`config.mk`:
```
export PLATFORM = sky130hd
export DESIGN_NAME = spi_rd_word_packer_flat
export DESIGN_NICKNAME = d
export VERILOG_FILES = /design/src/rtl/spi_rd_pkg.sv /design/src/rtl/spi_rd_word_packer_if.sv /design/src/rtl/spi_rd_word_fifo.sv /design/src/rtl/spi_rd_word_packer.sv /design/src/flat_wrapper.sv
export SDC_FILE = /design/constraint.sdc
export NUM_CORES = 1
export LEC_CHECK = 0
export ABC_CLOCK_PERIOD_IN_PS = 7100
export CAP_MARGIN = 10
export CORE_UTILIZATION = 60
export DETAILED_ROUTE_END_ITERATION = 16
export GPL_TIMING_DRIVEN = 0
export PLACE_DENSITY = 0.89
export SLEW_MARGIN = 20
export SYNTH_ARGS = -nofsm -noshare
export SYNTH_HDL_FRONTEND = slang
export SYNTH_SLANG_ARGS = --single-unit
```
`constraint.sdc`:
```
create_clock -name system_clk -period 7.1 [get_ports system_clk]
set_input_delay 0.71 -clock system_clk [delete_from_list [all_inputs] [get_ports system_clk]]
set_output_delay 0.71 -clock system_clk [all_outputs]
set_load 0.1 [all_outputs]
```
`src/rtl/spi_rd_pkg.sv`:
```
// Shared definitions for the SPI flash read word packer: FSM encoding,
// byte-enable constants, default FIFO sizing and lane-mask helpers.
package spi_rd_pkg;

   typedef enum logic [1:0] {
      IDLE  = 2'd0,
      PACK  = 2'd1,
      FLUSH = 2'd2,
      DONE  = 2'd3
   } state_t;

   localparam logic [3:0] KEEP_FULL = 4'hF;
   localparam logic [3:0] KEEP_NONE = 4'h0;

   localparam int DEF_FIFO_DEPTH      = 16;
   localparam int DEF_ALMOST_FULL_LVL = 12;

   // FIFO entry layout: {last, keep[3:0], data[31:0]}
   localparam int WORD_W = 37;

   // Byte-enable mask for a partial word holding n bytes (n = 0 gives none).
   function automatic logic [3:0] keep_mask(input logic [1:0] n);
      logic [3:0] m;
      case (n)
         2'd0:    m = KEEP_NONE;
         2'd1:    m = 4'b0001;
         2'd2:    m = 4'b0011;
         default: m = 4'b0111;
      endcase
      return m;
   endfunction

   // Expand a byte-enable mask to a 32-bit lane mask.
   function automatic logic [31:0] lane_mask(input logic [3:0] keep);
      logic [31:0] m;
      for (int i = 0; i < 4; i++) begin
         m[i*8 +: 8] = {8{keep[i]}};
      end
      return m;
   endfunction

endpackage

```
`src/rtl/spi_rd_word_packer_if.sv`:
```
// Byte-stream input and word-stream output of the packer.
// Word side: a word transfers on a cycle where word_valid && word_ready are
// both high; while word_valid is high and word_ready low, word_data,
// word_keep and word_last are held. The byte side has no ready: the reader
// is throttled through pause_req instead.
interface spi_rd_word_packer_if;
   logic        byte_valid;
   logic [7:0]  byte_data;
   logic        read_finish;
   logic        pause_req;
   logic        word_valid;
   logic        word_ready;
   logic [31:0] word_data;
   logic [3:0]  word_keep;
   logic        word_last;

   // Packer side: consumes bytes, produces words.
   modport master (
      input  byte_valid, byte_data, read_finish, word_ready,
      output pause_req, word_valid, word_data, word_keep, word_last
   );

   // Environment side: reader and image-copy consumer.
   modport slave (
      output byte_valid, byte_data, read_finish, word_ready,
      input  pause_req, word_valid, word_data, word_keep, word_last
   );
endinterface

```
`src/rtl/spi_rd_word_fifo.sv`:
```
// Synchronous first-word-fall-through FIFO with clear and fill count.
// A push while full is accepted only if a pop frees a slot the same cycle.
module spi_rd_word_fifo
   import spi_rd_pkg::*;
#(
   parameter int DEPTH = DEF_FIFO_DEPTH,
   parameter int WIDTH = WORD_W
) (
   input  logic                     clk,
   input  logic                     rst_n,
   input  logic                     clear,
   input  logic                     push,
   input  logic [WIDTH-1:0]         push_data,
   input  logic                     pop,
   output logic [WIDTH-1:0]         pop_data,
   output logic                     empty,
   output logic                     full,
   output logic [$clog2(DEPTH):0]   fill
);
   localparam int AW = $clog2(DEPTH);
   localparam int CW = AW + 1;
   localparam logic [CW-1:0] DEPTH_C = CW'(DEPTH);

   logic [WIDTH-1:0] mem [DEPTH];
   logic [AW-1:0]    rd_ptr;
   logic [AW-1:0]    wr_ptr;
   logic [CW-1:0]    count;
   logic             do_push;
   logic             do_pop;

   assign empty    = (count == '0);
   assign full     = (count == DEPTH_C);
   assign fill     = count;
   assign do_pop   = pop && !empty;
   assign do_push  = push && (!full || do_pop);
   assign pop_data = mem[rd_ptr];

   // Storage array; no reset needed, contents are qualified by count.
   always_ff @(posedge clk) begin
      if (do_push && !clear) begin
         mem[wr_ptr] <= push_data;
      end
   end

   // Pointers and occupancy.
   always_ff @(posedge clk or negedge rst_n) begin
      if (!rst_n) begin
         rd_ptr <= '0;
         wr_ptr <= '0;
         count  <= '0;
      end else if (clear) begin
         rd_ptr <= '0;
         wr_ptr <= '0;
         count  <= '0;
      end else begin
         if (do_push) wr_ptr <= wr_ptr + 1'b1;
         if (do_pop)  rd_ptr <= rd_ptr + 1'b1;
         case ({do_push, do_pop})
            2'b10:   count <= count + 1'b1;
            2'b01:   count <= count - 1'b1;
            default: count <= count;
         endcase
      end
   end
endmodule

```
`src/rtl/spi_rd_word_packer.sv`:
```
// Packs the flash read byte stream little-endian into 32-bit words, buffers
// them in a FWFT FIFO and tracks byte count, end of image and overflow.
// Optional build macro PACKER_CHECKSUM_EN adds a running byte checksum;
// without it the checksum port is tied to zero.
module spi_rd_word_packer
   import spi_rd_pkg::*;
#(
   parameter int FIFO_DEPTH      = DEF_FIFO_DEPTH,
   parameter int ALMOST_FULL_LVL = DEF_ALMOST_FULL_LVL
) (
   input  logic                        system_clk,
   input  logic                        system_reset_n,
   input  logic                        start_flag,
   spi_rd_word_packer_if.master        bus,
   output logic [31:0]                 byte_count,
   output logic                        overflow,
   output logic                        done,
   output logic [31:0]                 checksum,
   output state_t                      fsm_state
);
   localparam int CW = $clog2(FIFO_DEPTH) + 1;
   localparam logic [CW-1:0] AF_LVL = CW'(ALMOST_FULL_LVL);

   state_t            state;
   state_t            state_nxt;
   logic [31:0]       pack_reg;
   logic [1:0]        byte_idx;
   logic              accept;
   logic              push_req;
   logic [WORD_W-1:0] push_word;
   logic [WORD_W-1:0] fifo_dout;
   logic              fifo_empty;
   logic              fifo_full;
   logic [CW-1:0]     fifo_fill;
   logic              drop;
   logic              pause_q;

   assign fsm_state = state;
   assign accept    = (state == PACK) && bus.byte_valid && !start_flag;
   assign drop      = push_req && fifo_full && !bus.word_ready;

   assign bus.word_valid = !fifo_empty;
   assign bus.pause_req  = pause_q;
   assign {bus.word_last, bus.word_keep, bus.word_data} = fifo_dout;

   // State register.
   always_ff @(posedge system_clk or negedge system_reset_n) begin
      if (!system_reset_n) state <= IDLE;
      else                 state <= state_nxt;
   end

   // Next state and word push requests; start_flag overrides everything.
   always_comb begin
      state_nxt = state;
      push_req  = 1'b0;
      push_word = '0;
      if (start_flag) begin
         state_nxt = PACK;
      end else begin
         case (state)
            IDLE: ;
            PACK: begin
               if (bus.byte_valid && byte_idx == 2'd3) begin
                  push_req  = 1'b1;
                  push_word = {1'b0, KEEP_FULL, bus.byte_data, pack_reg[23:0]};
               end
               if (bus.read_finish) state_nxt = FLUSH;
            end
            FLUSH: begin
               // Residual bytes form a partial word; none gives a marker.
               push_req  = 1'b1;
               push_word = {1'b1, keep_mask(byte_idx),
                            pack_reg & lane_mask(keep_mask(byte_idx))};
               state_nxt = DONE;
            end
            DONE: ;
            default: state_nxt = IDLE;
         endcase
      end
   end

   // Packing datapath, counters, sticky flags and registered backpressure.
   always_ff @(posedge system_clk or negedge system_reset_n) begin
      if (!system_reset_n) begin
         pack_reg   <= '0;
         byte_idx   <= '0;
         byte_count <= '0;
         overflow   <= 1'b0;
         done       <= 1'b0;
         pause_q    <= 1'b0;
      end else if (start_flag) begin
         pack_reg   <= '0;
         byte_idx   <= '0;
         byte_count <= '0;
         overflow   <= 1'b0;
         done       <= 1'b0;
         pause_q    <= 1'b0;
      end else begin
         if (accept) begin
            pack_reg[{byte_idx, 3'b000} +: 8] <= bus.byte_data;
            byte_idx   <= byte_idx + 1'b1;
            byte_count <= byte_count + 32'd1;
         end
         if (state == FLUSH) begin
            pack_reg <= '0;
            byte_idx <= '0;
         end
         if (drop) overflow <= 1'b1;
         if (state == DONE && bus.word_valid && bus.word_ready && bus.word_last)
            done <= 1'b1;
         pause_q <= (fifo_fill >= AF_LVL);
      end
   end

`ifdef PACKER_CHECKSUM_EN
   // Wrapping sum of accepted bytes; only PACK accepts, so DONE freezes it.
   always_ff @(posedge system_clk or negedge system_reset_n) begin
      if (!system_reset_n)  checksum <= '0;
      else if (start_flag)  checksum <= '0;
      else if (accept)      checksum <= checksum + {24'd0, bus.byte_data};
   end
`else
   assign checksum = '0;
`endif

   spi_rd_word_fifo #(
      .DEPTH (FIFO_DEPTH),
      .WIDTH (WORD_W)
   ) u_fifo (
      .clk       (system_clk),
      .rst_n     (system_reset_n),
      .clear     (start_flag),
      .push      (push_req),
      .push_data (push_word),
      .pop       (bus.word_ready),
      .pop_data  (fifo_dout),
      .empty     (fifo_empty),
      .full      (fifo_full),
      .fill      (fifo_fill)
   );
endmodule
```
`src/flat_wrapper.sv`:
```
// flat-port wrapper written by rule: the top's interface ports become plain ports
module spi_rd_word_packer_flat import spi_rd_pkg::*;
#(
   parameter int FIFO_DEPTH      = DEF_FIFO_DEPTH,
   parameter int ALMOST_FULL_LVL = DEF_ALMOST_FULL_LVL
)
  (system_clk, system_reset_n, start_flag, byte_count, overflow, done, checksum, fsm_state, bus_byte_valid, bus_byte_data, bus_read_finish, bus_word_ready, bus_pause_req, bus_word_valid, bus_word_data, bus_word_keep, bus_word_last);
  spi_rd_word_packer_if bus_i ();
  input  logic system_clk;
  input  logic system_reset_n;
  input  logic start_flag;
  output logic [31:0] byte_count;
  output logic overflow;
  output logic done;
  output logic [31:0] checksum;
  output state_t fsm_state;
  input wire logic [$bits(bus_i.byte_valid)-1:0] bus_byte_valid;
  input wire logic [$bits(bus_i.byte_data)-1:0] bus_byte_data;
  input wire logic [$bits(bus_i.read_finish)-1:0] bus_read_finish;
  input wire logic [$bits(bus_i.word_ready)-1:0] bus_word_ready;
  output wire logic [$bits(bus_i.pause_req)-1:0] bus_pause_req;
  output wire logic [$bits(bus_i.word_valid)-1:0] bus_word_valid;
  output wire logic [$bits(bus_i.word_data)-1:0] bus_word_data;
  output wire logic [$bits(bus_i.word_keep)-1:0] bus_word_keep;
  output wire logic [$bits(bus_i.word_last)-1:0] bus_word_last;
  assign bus_i.byte_valid = bus_byte_valid;
  assign bus_i.byte_data = bus_byte_data;
  assign bus_i.read_finish = bus_read_finish;
  assign bus_i.word_ready = bus_word_ready;
  assign bus_pause_req = bus_i.pause_req;
  assign bus_word_valid = bus_i.word_valid;
  assign bus_word_data = bus_i.word_data;
  assign bus_word_keep = bus_i.word_keep;
  assign bus_word_last = bus_i.word_last;
  spi_rd_word_packer #(.FIFO_DEPTH(FIFO_DEPTH), .ALMOST_FULL_LVL(ALMOST_FULL_LVL)) u_core (.system_clk(system_clk), .system_reset_n(system_reset_n), .start_flag(start_flag), .bus(bus_i), .byte_count(byte_count), .overflow(overflow), .done(done), .checksum(checksum), .fsm_state(fsm_state));
endmodule
```
==> flow_summary.ini <==
[logic_synthesis]
ys_warn_count = 0
async_flop_share_pct = 11.38
synthXorXnorAreaFrac_pct = 1.057
synth_seq_cells = 668
ys_seq_area_share_pct = 74.24
synthTopCellsByArea = edfxtp_1 67%, mux4_2 16%, dfrtp_1 7.2%
synth_top_area_share_pct = 67.07
synth-main-ff-cell = edfxtp_1
synth_top_family_by_area = multiplexers
synth_compound_area_share_pct = 1.647
synth_mux_area_share_pct = 15.99
synth_top_area_cell = edfxtp_1
synth_edf_count = 592
netlist_area_sq_um = 26510
yosys.area_share.simple_pct = 3.993
synth.avg_cell_area_sq_um = 20.68
syn_inst = 1282
synthAdderAreaFrac_pct = 0.9724
yosysUniqueCellTypes = 49

[layout]
drive_gt1_share_pct = 25.02
n_fill_cell = 2498
largest_reg_flops = 592
utilization_pct = 70.87
layout.cells.non_filler = 2146
syn2layout_area_growth_pct = 15.93
nNetsFinal = 1544

[floorplanning]
start_util_pct = 61.13
dieArea_sq_um = 45020
die_h_um = 212.2
io_pins = 121
rows = 76
core_area_sq_um = 43360
fp.dieW_um = 212.2

[run]
cap_violations = 0

[grt]
grt_use_total_pct = 32.28
grt_pass1_wl_mm = 101.3
antenna_found_initial = 2
grt_overflow = 0
grt_max_degree = 54
grt_pass1_vias = 15120

[sta]
slew_headroom_pct = 24.36
report.final.slew_viol_count = 0
fin_worst_skew_ps = 30.79
tightest_slew_ps = 1135
worst_slack_ps = 1460
finalSetupViolations = 0
finalCritPeriodShare_pct = 79.44
fmax_mhz = 177.3
grt_setup_unrepaired = false
min_period_ps = 5640
hold_viol_final = 0

[critical_path]
setup.worst_path.start = u_core.u_fifo.rd_ptr[0]
crit_arrival_ps = 4930
cpPeakStageDelay_ps = 1000
path_cells = clkbuf_1 -> clkbuf_1 -> buf_2 -> mux4_2 -> mux4_2 -> clkdlybuf4s50_1
crit_buf_inv = 4
cp_top_family = buffers and inverters
critPathMaxFanout = 10
cp-end-kind = output port
r2r-start = u_core.fsm_state[0]
worst_setup_path_start_kind = flop
crit_type = reg -> out
slowest_stage = clkdlybuf4s50_1
cp.required_ps = 6390

[hold_path]
hold_class = reg -> reg
hp-start = u_core.pack_reg[12]

[cts]
clock_sinks = 668
cts_tree = done
clock_path_buffers = 3
post_cts_resize_count = 0
cts-root-buf = clkbuf_16
clkTransAtPathRegs_ps = 60
clk_latency_ps = 650
cts-buffers-inserted = 61
ctsHtreeMaxLevel = 2

[detailed_routing]
wl_per_cell_um = 32.82
drc = 0
drt-total-wl_mm = 70.44
drt_iter0_drc = 2092
ant_nets = 0
dr.pass1.iters = 5
vias = 14600
vias_per_cell = 6.801

[pwr]
ir_worst_vdd_mv = 0.1976
leakagePower_nw = 10.04
p_per_area_nw_per_um2 = 289.2

[place]
dpl_worst_slack_ps = 2364
gp_congestion = 0.8489
port_buffers = 88
hpwlAfterDp_mm = 39.41
place_inst = 2031

[outcome]
status = completed
==> cells in the final DEF (no fill, tap or decap), types with 25 or more instances in the layout <==
| master | n |
|---|---|
| dfrtp_1 | 76 |
| clkdlybuf4s50_1 | 87 |
| and2_1 | 25 |
| nand2_1 | 26 |
| buf_4 | 43 |
| clkbuf_1 | 55 |
| nor2_1 | 51 |
| conb_1 | 32 |
| mux4_2 | 185 |
| edfxtp_1 | 592 |
| buf_2 | 42 |
| clkbuf_16 | 62 |
==> layer usage <==
| metal | vias up | part of all wire [%] | GRT usage (%) | routed length [um] |
|---|---|---|---|---|
| met4 | 2 | 4.5 | 15.22 | 3136 |
| li1 | 5626 | - | - | - |
| met1 | 7553 | 35 | 41.67 | 24470 |
| met3 | 215 | 11 | 7.061 | 7644 |
| met5 | - | 0.0099 | 0 | 7 |
| met2 | 1200 | 50 | 52.83 | 35190 |
==> synth_stat cells (18+ instances only) <==
cell	n
buf_4	32
and2_1	33
nor2_1	57
ha_1	19
a21oi_1	19
a22o_1	24
mux4_2	185
dfrtp_1	76
xnor2_1	18
nand2_1	26
clkbuf_1	37
edfxtp_1	592
==> metrics by stage <==
step / instance area [sq um] / hold slack (ps) / TNS [ps] / power (mW)
after floorplan: 26620 / 414.4 / 0 / 5.333
final: 30730 / 502.7 / 0 / 8.887
after global routing: 30720 / 517.4 / 0 / 9.096
after detailed placement: 28750 / 488.7 / 0 / 5.646
after global placement: 28240 / 480.1 / -535290 / 5.601
after CTS: 30720 / 502.3 / 0 / 8.889
==> area by class of cell <==
type	instances	area, sq um	area share (%)
flip-flops and latches	668	19680	64.04
multi-input cells	537	6475	21.07
clock buffers	81	1633	5.314
repair buffers	134	1326	4.316
well taps	585	732.0	2.382
plain buffers	92	495.5	1.612
clock inverters	31	324.1	1.055
inverters	16	60.06	0.1954
diodes	2	5.005	0.01629
==> worst paths after layout <==
kind,end,slack [ps],depth (start not counted)
min in group asynchronous,u_core.byte_count[18],540,2
worst max register to register,u_core.u_fifo.fill[4],3110,11
worst min-delay path,u_core.pack_reg[12],500,1
max in group asynchronous,u_core.pack_reg[7],5970,3
worst max-delay path,bus_word_keep[3],1460,6
worst min register to register,u_core.pack_reg[12],500,1
==> cell families (layout without fill, tap and decap cells) <==
| logic type | after synthesis | after routing |
|---|---|---|
| AOI/OAI and AO/OA | 63 | 63 |
| xor gates and xnor gates | 32 | 32 |
| adders and majority gates | 20 | 20 |
| buffers and inverters | 108 | 354 |
| DFF | 668 | 668 |
| muxes | 192 | 192 |
| other | 1 | 34 |
| and+or+nand+nor | 198 | 198 |
==> where the power goes <==
| group | switching (mW) | total [mW] | internal (mW) |
|---|---|---|---|
| clock network | 1.46 | 3.29 | 1.84 |
| logic | 0.828 | 1.33 | 0.500 |
| registers | 0.0249 | 4.27 | 4.24 |
| total | 2.31 | 8.89 | 6.58 |
==> timing repair <==
| item | CTS | global route |
|---|---|---|
| hold buffers | 1 | 0 |
| hold endpoints to repair | 23 | 0 |
| setup buffers | 0 | 0 |
Power figures use the tool's default switching activity.
